## src/rtl/cpu_sequencer.sv

```systemverilog
// rtl/cpu_sequencer.sv - multi-cycle FETCH/WAIT/DECODE/EXECUTE/WRITEBACK control sequencer
// Drives PC, instruction-memory and register-bank strobes; free-run or single-step, with halt detect.
module cpu_sequencer #(
   parameter int unsigned MEM_WAIT    = 1,
   parameter int unsigned COUNT_W     = 16,
   parameter logic [6:0]  HALT_OPCODE = 7'h00
) (
   input  logic               clk,
   input  logic               reset,
   input  logic               run,
   input  logic               step,
   input  logic [6:0]         opcode,
   input  logic               regwrite_dec,
   output logic               pc_en,
   output logic               mem_read,
   output logic               ir_load,
   output logic               reg_write,
   output logic               busy,
   output logic               halted,
   output logic [2:0]         state,
   output logic [COUNT_W-1:0] instr_count
);

   typedef enum logic [2:0] {
      S_IDLE      = 3'd0,
      S_FETCH     = 3'd1,
      S_WAIT      = 3'd2,
      S_DECODE    = 3'd3,
      S_EXECUTE   = 3'd4,
      S_WRITEBACK = 3'd5,
      S_HALT      = 3'd6,
      S_BAD       = 3'd7
   } state_t;

   localparam logic [3:0] WAIT_INIT = 4'(MEM_WAIT);

   state_t     cur;
   state_t     nxt;
   logic       step_q;
   logic       step_rise;
   logic [3:0] wait_cnt;

   // step_q resets high so a step held through reset release is not an edge
   assign step_rise = step & ~step_q;

   always_ff @(posedge clk or negedge reset) begin
      if (!reset) begin
         cur         <= S_IDLE;
         step_q      <= 1'b1;
         wait_cnt    <= '0;
         instr_count <= '0;
      end else begin
         cur    <= nxt;
         step_q <= step;
         if (cur == S_FETCH)
            wait_cnt <= WAIT_INIT;
         else if (cur == S_WAIT && wait_cnt != 4'd0)
            wait_cnt <= wait_cnt - 4'd1;
         if (cur == S_WRITEBACK)
            instr_count <= instr_count + COUNT_W'(1);
      end
   end

   always_comb begin
      nxt      = cur;
      pc_en    = 1'b0;
      mem_read = 1'b0;
      ir_load  = 1'b0;
      busy     = 1'b1;
      halted   = 1'b0;
      case (cur)
         S_IDLE: begin
            busy = 1'b0;
            if (run || step_rise)
               nxt = S_FETCH;
         end
         S_FETCH: begin
            mem_read = 1'b1;
            if (MEM_WAIT == 0) begin
               ir_load = 1'b1;
               nxt     = S_DECODE;
            end else begin
               nxt = S_WAIT;
            end
         end
         S_WAIT: begin
            mem_read = 1'b1;
            // <=1 rather than ==1 so a corrupted zero count cannot stall here
            if (wait_cnt <= 4'd1) begin
               ir_load = 1'b1;
               nxt     = S_DECODE;
            end
         end
         S_DECODE:    nxt = (opcode == HALT_OPCODE) ? S_HALT : S_EXECUTE;
         S_EXECUTE:   nxt = S_WRITEBACK;
         S_WRITEBACK: begin
            pc_en = 1'b1;
            nxt   = run ? S_FETCH : S_IDLE;
         end
         S_HALT: begin
            busy   = 1'b0;
            halted = 1'b1;
         end
         default:     nxt = S_IDLE;
      endcase
   end

   assign reg_write = (cur == S_WRITEBACK) & regwrite_dec;
   assign state     = cur;

endmodule

```

## config.mk

```make
export PLATFORM = sky130hd
export DESIGN_NAME = cpu_sequencer
export DESIGN_NICKNAME = d
export VERILOG_FILES = /design/src/rtl/cpu_sequencer.sv
export SDC_FILE = /design/constraint.sdc
export NUM_CORES = 1
export LEC_CHECK = 0
export CAP_MARGIN = 15
export CELL_PAD_IN_SITES_DETAIL_PLACEMENT = 0
export CELL_PAD_IN_SITES_GLOBAL_PLACEMENT = 2
export CORE_MARGIN = 1
export CORE_UTILIZATION = 30
export CTS_BUF_LIST = sky130_fd_sc_hd__clkbuf_8
export CTS_CLUSTER_SIZE = 30
export DETAILED_ROUTE_END_ITERATION = 12
export GPL_ROUTABILITY_DRIVEN = 0
export PLACE_DENSITY_LB_ADDON = 0.1
export SYNTH_ARGS = -nofsm -noshare
export SYNTH_HDL_FRONTEND = slang
export SYNTH_SLANG_ARGS = --single-unit
```

## constraint.sdc

```tcl
create_clock -name clk -period 1.65 [get_ports clk]
set_input_delay 0.4125 -clock clk [delete_from_list [all_inputs] [get_ports clk]]
set_output_delay 0.4125 -clock clk [all_outputs]
set_load 0.01 [all_outputs]
```

# Word level (Yosys, flattened, before mapping)
# Cells that the tools add are included.
# Widths: inputs -> output; s select.
# word_totals
output_inout_bits	25
ff_bits	24
in_bits	12
wordCells	41
# classes
add_sub_neg	2
n_eq_ne	8
n_mux	13
n_bitwise	4
n_lt_le_gt_ge	1
reduce_logical	9
# op_table
operator	count
$pmux 3 s7	1
$add 16x1->16 const B	1
$eq 3x3->1 const B	3
$mux 4	2
$logic_not 7->1	1
$mux 1	7
$eq 3x2->1 const B	2
$mux 3	2
$le 4x1->1 const B	1
$reduce_bool 4->1	1
$reduce_or 2->1	2
$sub 4x1->4 const B	1
$eq 3x1->1 const B	1
$logic_not 3->1	1
$reduce_and 3->1	1
$and 1x1->1	2
$mux 2	1
$ne 2x1->1 const B	1
$ne 2x2->1 const B	1
$not 1->1	2
$reduce_bool 2->1	1
$logic_and 1x1->1	1
$logic_or 1x1->1	1

# Longest topological paths before layout
# Gate-level depths: netlist of run 1.
# depth
depth_word	5
ltp_mapped	6
ltp_nobuf	6

# Worst setup path before layout of run 1
# OpenSTA, ideal clock, no wires.
# synth_timing
path_kind	register to register
startpoint	register cur[1], in the netlist state[1]
endpoint	register instr_count[15]
path_slack_ps	149
period_less_slack_ps	1501
t_arrival_ps	1421
required_time_ps	1571
stages_incl_launch_ff	7
path_buffers	2
setup_time_ps	79
path_cell_list	dfrtp_1 -> buf_6 -> and3b_1 -> buf_6 -> nand3_4 -> nor4_4 -> xor2_1
# synth_between
elab_chain_cells	1
# synth_lines
item	line	rtl
start, declared	37	state_t cur;
start signal, assigned	53	cur <= nxt;
$eq 3x3->1	59	if (cur == S_WRITEBACK)
end signal, assigned	60	instr_count <= instr_count + COUNT_W'(1);
end, declared	21	output logic [COUNT_W-1:0] instr_count
# No other way between the ends.
# A chain may end at the register's enable or synchronous reset.

# Worst setup path after layout of run 1
# layout_timing
startpoint	register cur[1], in the netlist state[1]
endpoint	output reg_write
# layout_between
elab_chain_cells	2
# layout_lines
item	line	rtl
$eq 3x3->1	108	assign reg_write = (cur == S_WRITEBACK) & regwrite_dec;
$and 1x1->1	108	
end, declared	17	output logic reg_write,
# No other way between the ends.

==> out/summary.txt, run 1 <==
=========================================================================================
Result of the run                                                            finished with violations
Violations in the final reports                                              negative setup slack
Power density of the placed cells                                            1406 mW/mm^2
Share of the clock period used by the worst path                                    1.015
Cell area after synthesis                                                    0.001236 mm^2
Min cycle time layout                                                            1.675 ns
Endpoint arrival time on the critical path                                        1.26 ns
Source of the critical timing path                                               state[1]
Max-cap check violation count                                                           0
Critical Path Start Type                                                        flip-flop
Average cell area after synthesis                                              10.66 um^2
Pin count of the biggest net entering global routing                                   25
Total track usage                                                                  0.1317
Iteration-0 DRC Markers                                                                42
Predominant post-synthesis flop cell                                         sky130_fd_sc_hd__dfrtp_1
Pre-CTS setup slack                                                            -0.2641 ns
Number of endpoints failing setup at the final stage                                    3
Hold-fix buffers at CTS                                                                 0
CTS tree                                                                              yes
Post-synth net total                                                                  132
Horiz. Die Dim                                                                   66.19 um
CTS root buffer                                                              sky130_fd_sc_hd__clkbuf_8
Max-Slew Margin vs Limit                                                           0.7015
Yosys warnings                                                                          0
Worst reg-to-reg setup slack                                                      0.07 ns
Highest clock rate                                                              597.1 MHz
Fraction of post-synthesis cell area in the top cell type by area                  0.4656
Dpl cells                                                                             217
Final Net Count                                                                       201
Initial DRT Pass Iterations                                                             4
Pwr Total                                                                        2.779 mW
Vias in the first global route                                                       1002
Buffer depth of the longest clock path                                                  2
EDFF count, synth                                                                       0
Crit path capture type                                                         output pin
Critical path peak fanout                                                               3
Proportion of register bits with asynchronous set or reset after synthesis          1.000
Reg2Reg Capture Point                                                        instr_count[15]
Cell with the most instances after synthesis                                 sky130_fd_sc_hd__dfrtp_1
Area growth, synth to finish                                                       59.92%
Total Negative Setup Slacks                                                   -0.04184 ns
Pin slew with the least headroom to its limit                                   0.4468 ns
Synthesized flop and latch total                                                       24
Floorplan die area                                                           0.004381 mm^2
Antenna diode count                                                                     0
Startpoint of the most critical register-to-register path                        state[1]
HPWL after DPL                                                                    1910 um
Leading post-synthesis cells by cell area                                    sky130_fd_sc_hd__dfrtp_1 (47%), sky130_fd_sc_hd__xor2_1 (7.1%), sky130_fd_sc_hd__xnor2_1 (5.7%), sky130_fd_sc_hd__nor2_1 (4.3%), sky130_fd_sc_hd__ha_1 (4.0%)
Number of placement rows                                                               22
LEAKAGE                                                                          1.023 nW
Post-DRT Antenna Nets                                                                   0
Number of max-slew violations in the final report                                       0
Leading area contributor after synthesis                                     sky130_fd_sc_hd__dfrtp_1
Die Ht                                                                           66.19 um
Post-synth cell types                                                                  31
Overall overflow remaining after global route                                           0
First-pass GRT wire length                                                        4326 um
Per-cell routed wire length                                                      11.19 um
Area of the multi-input gates                                                  630.6 um^2
Total number of clock tree sinks                                                       24
CTS clk-pin slew, worst paths                                                     0.08 ns
Cts bufs inserted                                                                       3
Synthesized netlist cell count                                                        116
Worst IR drop on VDD                                                          0.0008527 V
Sum of routed wire length over all layers                                         2596 um
Register area                                                                  603.1 um^2
Commonest cells in the synthesized netlist                                   sky130_fd_sc_hd__dfrtp_1 (23), sky130_fd_sc_hd__nor2_1 (14), sky130_fd_sc_hd__xor2_1 (10)
Number of primary I/O pins                                                             37
Cell count of the worst reg-to-reg path                                                 6
Number of antenna violations at the first check in global routing                       0
Final setup slack of the worst path                                           -0.02487 ns
Proportion of synthesized chip area in sequential cells                            0.4868
Utilization after layout                                                           0.5204
Vias after detailed routing                                                          1047
Total of buffers placed on input and output ports                                      36
Initial Util                                                                       0.3254
Final cell count without fillers                                                      232
CTS HTree Levels                                                                        1
Post-route DRC violation count                                                          0
Clock skew after layout                                                       0.007111 ns
Worst hold path depth                                                                   1
Crit path required time                                                           1.24 ns
Fraction of layout cells with a size suffix above 1                                0.3152
Type of the worst min-delay path                                               reg -> reg
Number of fill cells                                                                  347
Count of final hold-check violations                                                    0
Later-pin clock latency in the skew report                                        0.27 ns
Detailed-route vias per instance                                                    4.513
RSZ-0062 raised after global routing                                                 true
Core region area                                                             0.003799 mm^2
Crit path capture                                                               reg_write
Crit Path Class                                                                reg -> out
=========================================================================================
## state kept, by name (all words and copies together), names as in the netlist
| name | count |
|---|---|
| instr_count | 16 |
| wait_cnt | 4 |
| step_q | 1 |
| state | 3 |
## power by group
group / total [mW] / switching (mW) / internal, mW
Sequential: 0.806 / 0.0875 / 0.718
Combinational: 1.46 / 0.638 / 0.820
Clock: 0.516 / 0.191 / 0.324
Total: 2.78 / 0.917 / 1.86
## cell type report
cell class / instances / share of cell area
clock buffer: 3 / 0.02089
clock inverter: 1 / 0.01519
inverter: 6 / 0.01139
multi-input combinational: 82 / 0.3190
sequential: 24 / 0.3051
tap: 48 / 0.03038
timing repair buffer: 68 / 0.2981
## worst min-delay path by stage
| stage | from | endpoint | slack (ns) |
|---|---|---|---|
| after global routing | instr_count[15] | instr_count[15] | 0.49 |
| after floorplan | reset | instr_count[0] | 0.12 |
| final | instr_count[15] | instr_count[15] | 0.47 |
| after global placement | instr_count[15] | instr_count[15] | 0.45 |
| after detailed placement | instr_count[15] | instr_count[15] | 0.46 |
| after CTS | instr_count[15] | instr_count[15] | 0.47 |
## layout by cell type (no fill, tap or decap), drive strengths merged, types with 2 or more instances in the layout
| cell | n |
|---|---|
| a21oi | 2 |
| and3 | 3 |
| buf | 38 |
| clkbuf | 3 |
| clkdlybuf4s50 | 23 |
| dfrtp | 23 |
| dlygate4sd2 | 2 |
| dlymetal6s2s | 4 |
| ha | 4 |
| inv | 6 |
| nand2 | 6 |
| nand2b | 3 |
| nand3 | 8 |
| nand3b | 2 |
| nand4 | 4 |
| nor2 | 14 |
| nor3 | 4 |
| o21ai | 3 |
| xnor2 | 8 |
| xor2 | 10 |
## through the flow
stage                     area (um^2)  hold slack (ns)
after floorplan                  1236           0.1169
after global placement           1782           0.4538
after detailed placement         1782           0.4551
after CTS                        1933           0.4706
after global routing             1977           0.4885
final                            1977           0.4677
## per-layer routing
metal	vias to the layer above	wire length, um	track usage
met5	-	0	0
met4	0	44	0.05585
met3	5	105	0.02759
met2	29	1305	0.2372
met1	487	1140	0.1483
li1	526	-	-
## worst max-delay path, stage by stage (launching register included)
cell                      delay (ns)
sky130_fd_sc_hd__dfrtp_1        0.41
sky130_fd_sc_hd__buf_6          0.12
sky130_fd_sc_hd__and3b_1        0.22
sky130_fd_sc_hd__and2_1         0.12
sky130_fd_sc_hd__buf_2          0.12
## cell families (layout without fill, tap and decap cells)
kind of cell,Yosys count,count (layout),synth area share
AND/OR/NAND/NOR,51,51,0.2490
flip-flops,24,24,0.4868
XOR/XNOR,18,18,0.1275
buffers and inverters,10,78,0.04453
AO/OA/AOI/OAI,7,7,0.03441
adder cells (fa/ha/maj),4,4,0.04049
multiplexers,2,2,0.01721
## what timing repair did
action	4_1_cts	5_1_grt
pin swaps	3	2
gates resized for setup	35	13
cloned	0	0
setup endpoints to repair	17	18
buffers inserted	10	1
Note: power is estimated with default switching activity, not from simulation.
==> run 2, diff against run 1 <==
--- a/config.mk
+++ b/config.mk
@@ -11,7 +11,7 @@
 export CORE_MARGIN = 1
 export CORE_UTILIZATION = 30
 export CTS_BUF_LIST = sky130_fd_sc_hd__clkbuf_8
-export CTS_CLUSTER_SIZE = 30
+export CTS_CLUSTER_SIZE = 12
 export DETAILED_ROUTE_END_ITERATION = 12
 export GPL_ROUTABILITY_DRIVEN = 0
 export PLACE_DENSITY_LB_ADDON = 0.1
==> results of run 2 <==
Final layout, timing and power as in run 1 (identical DEF).
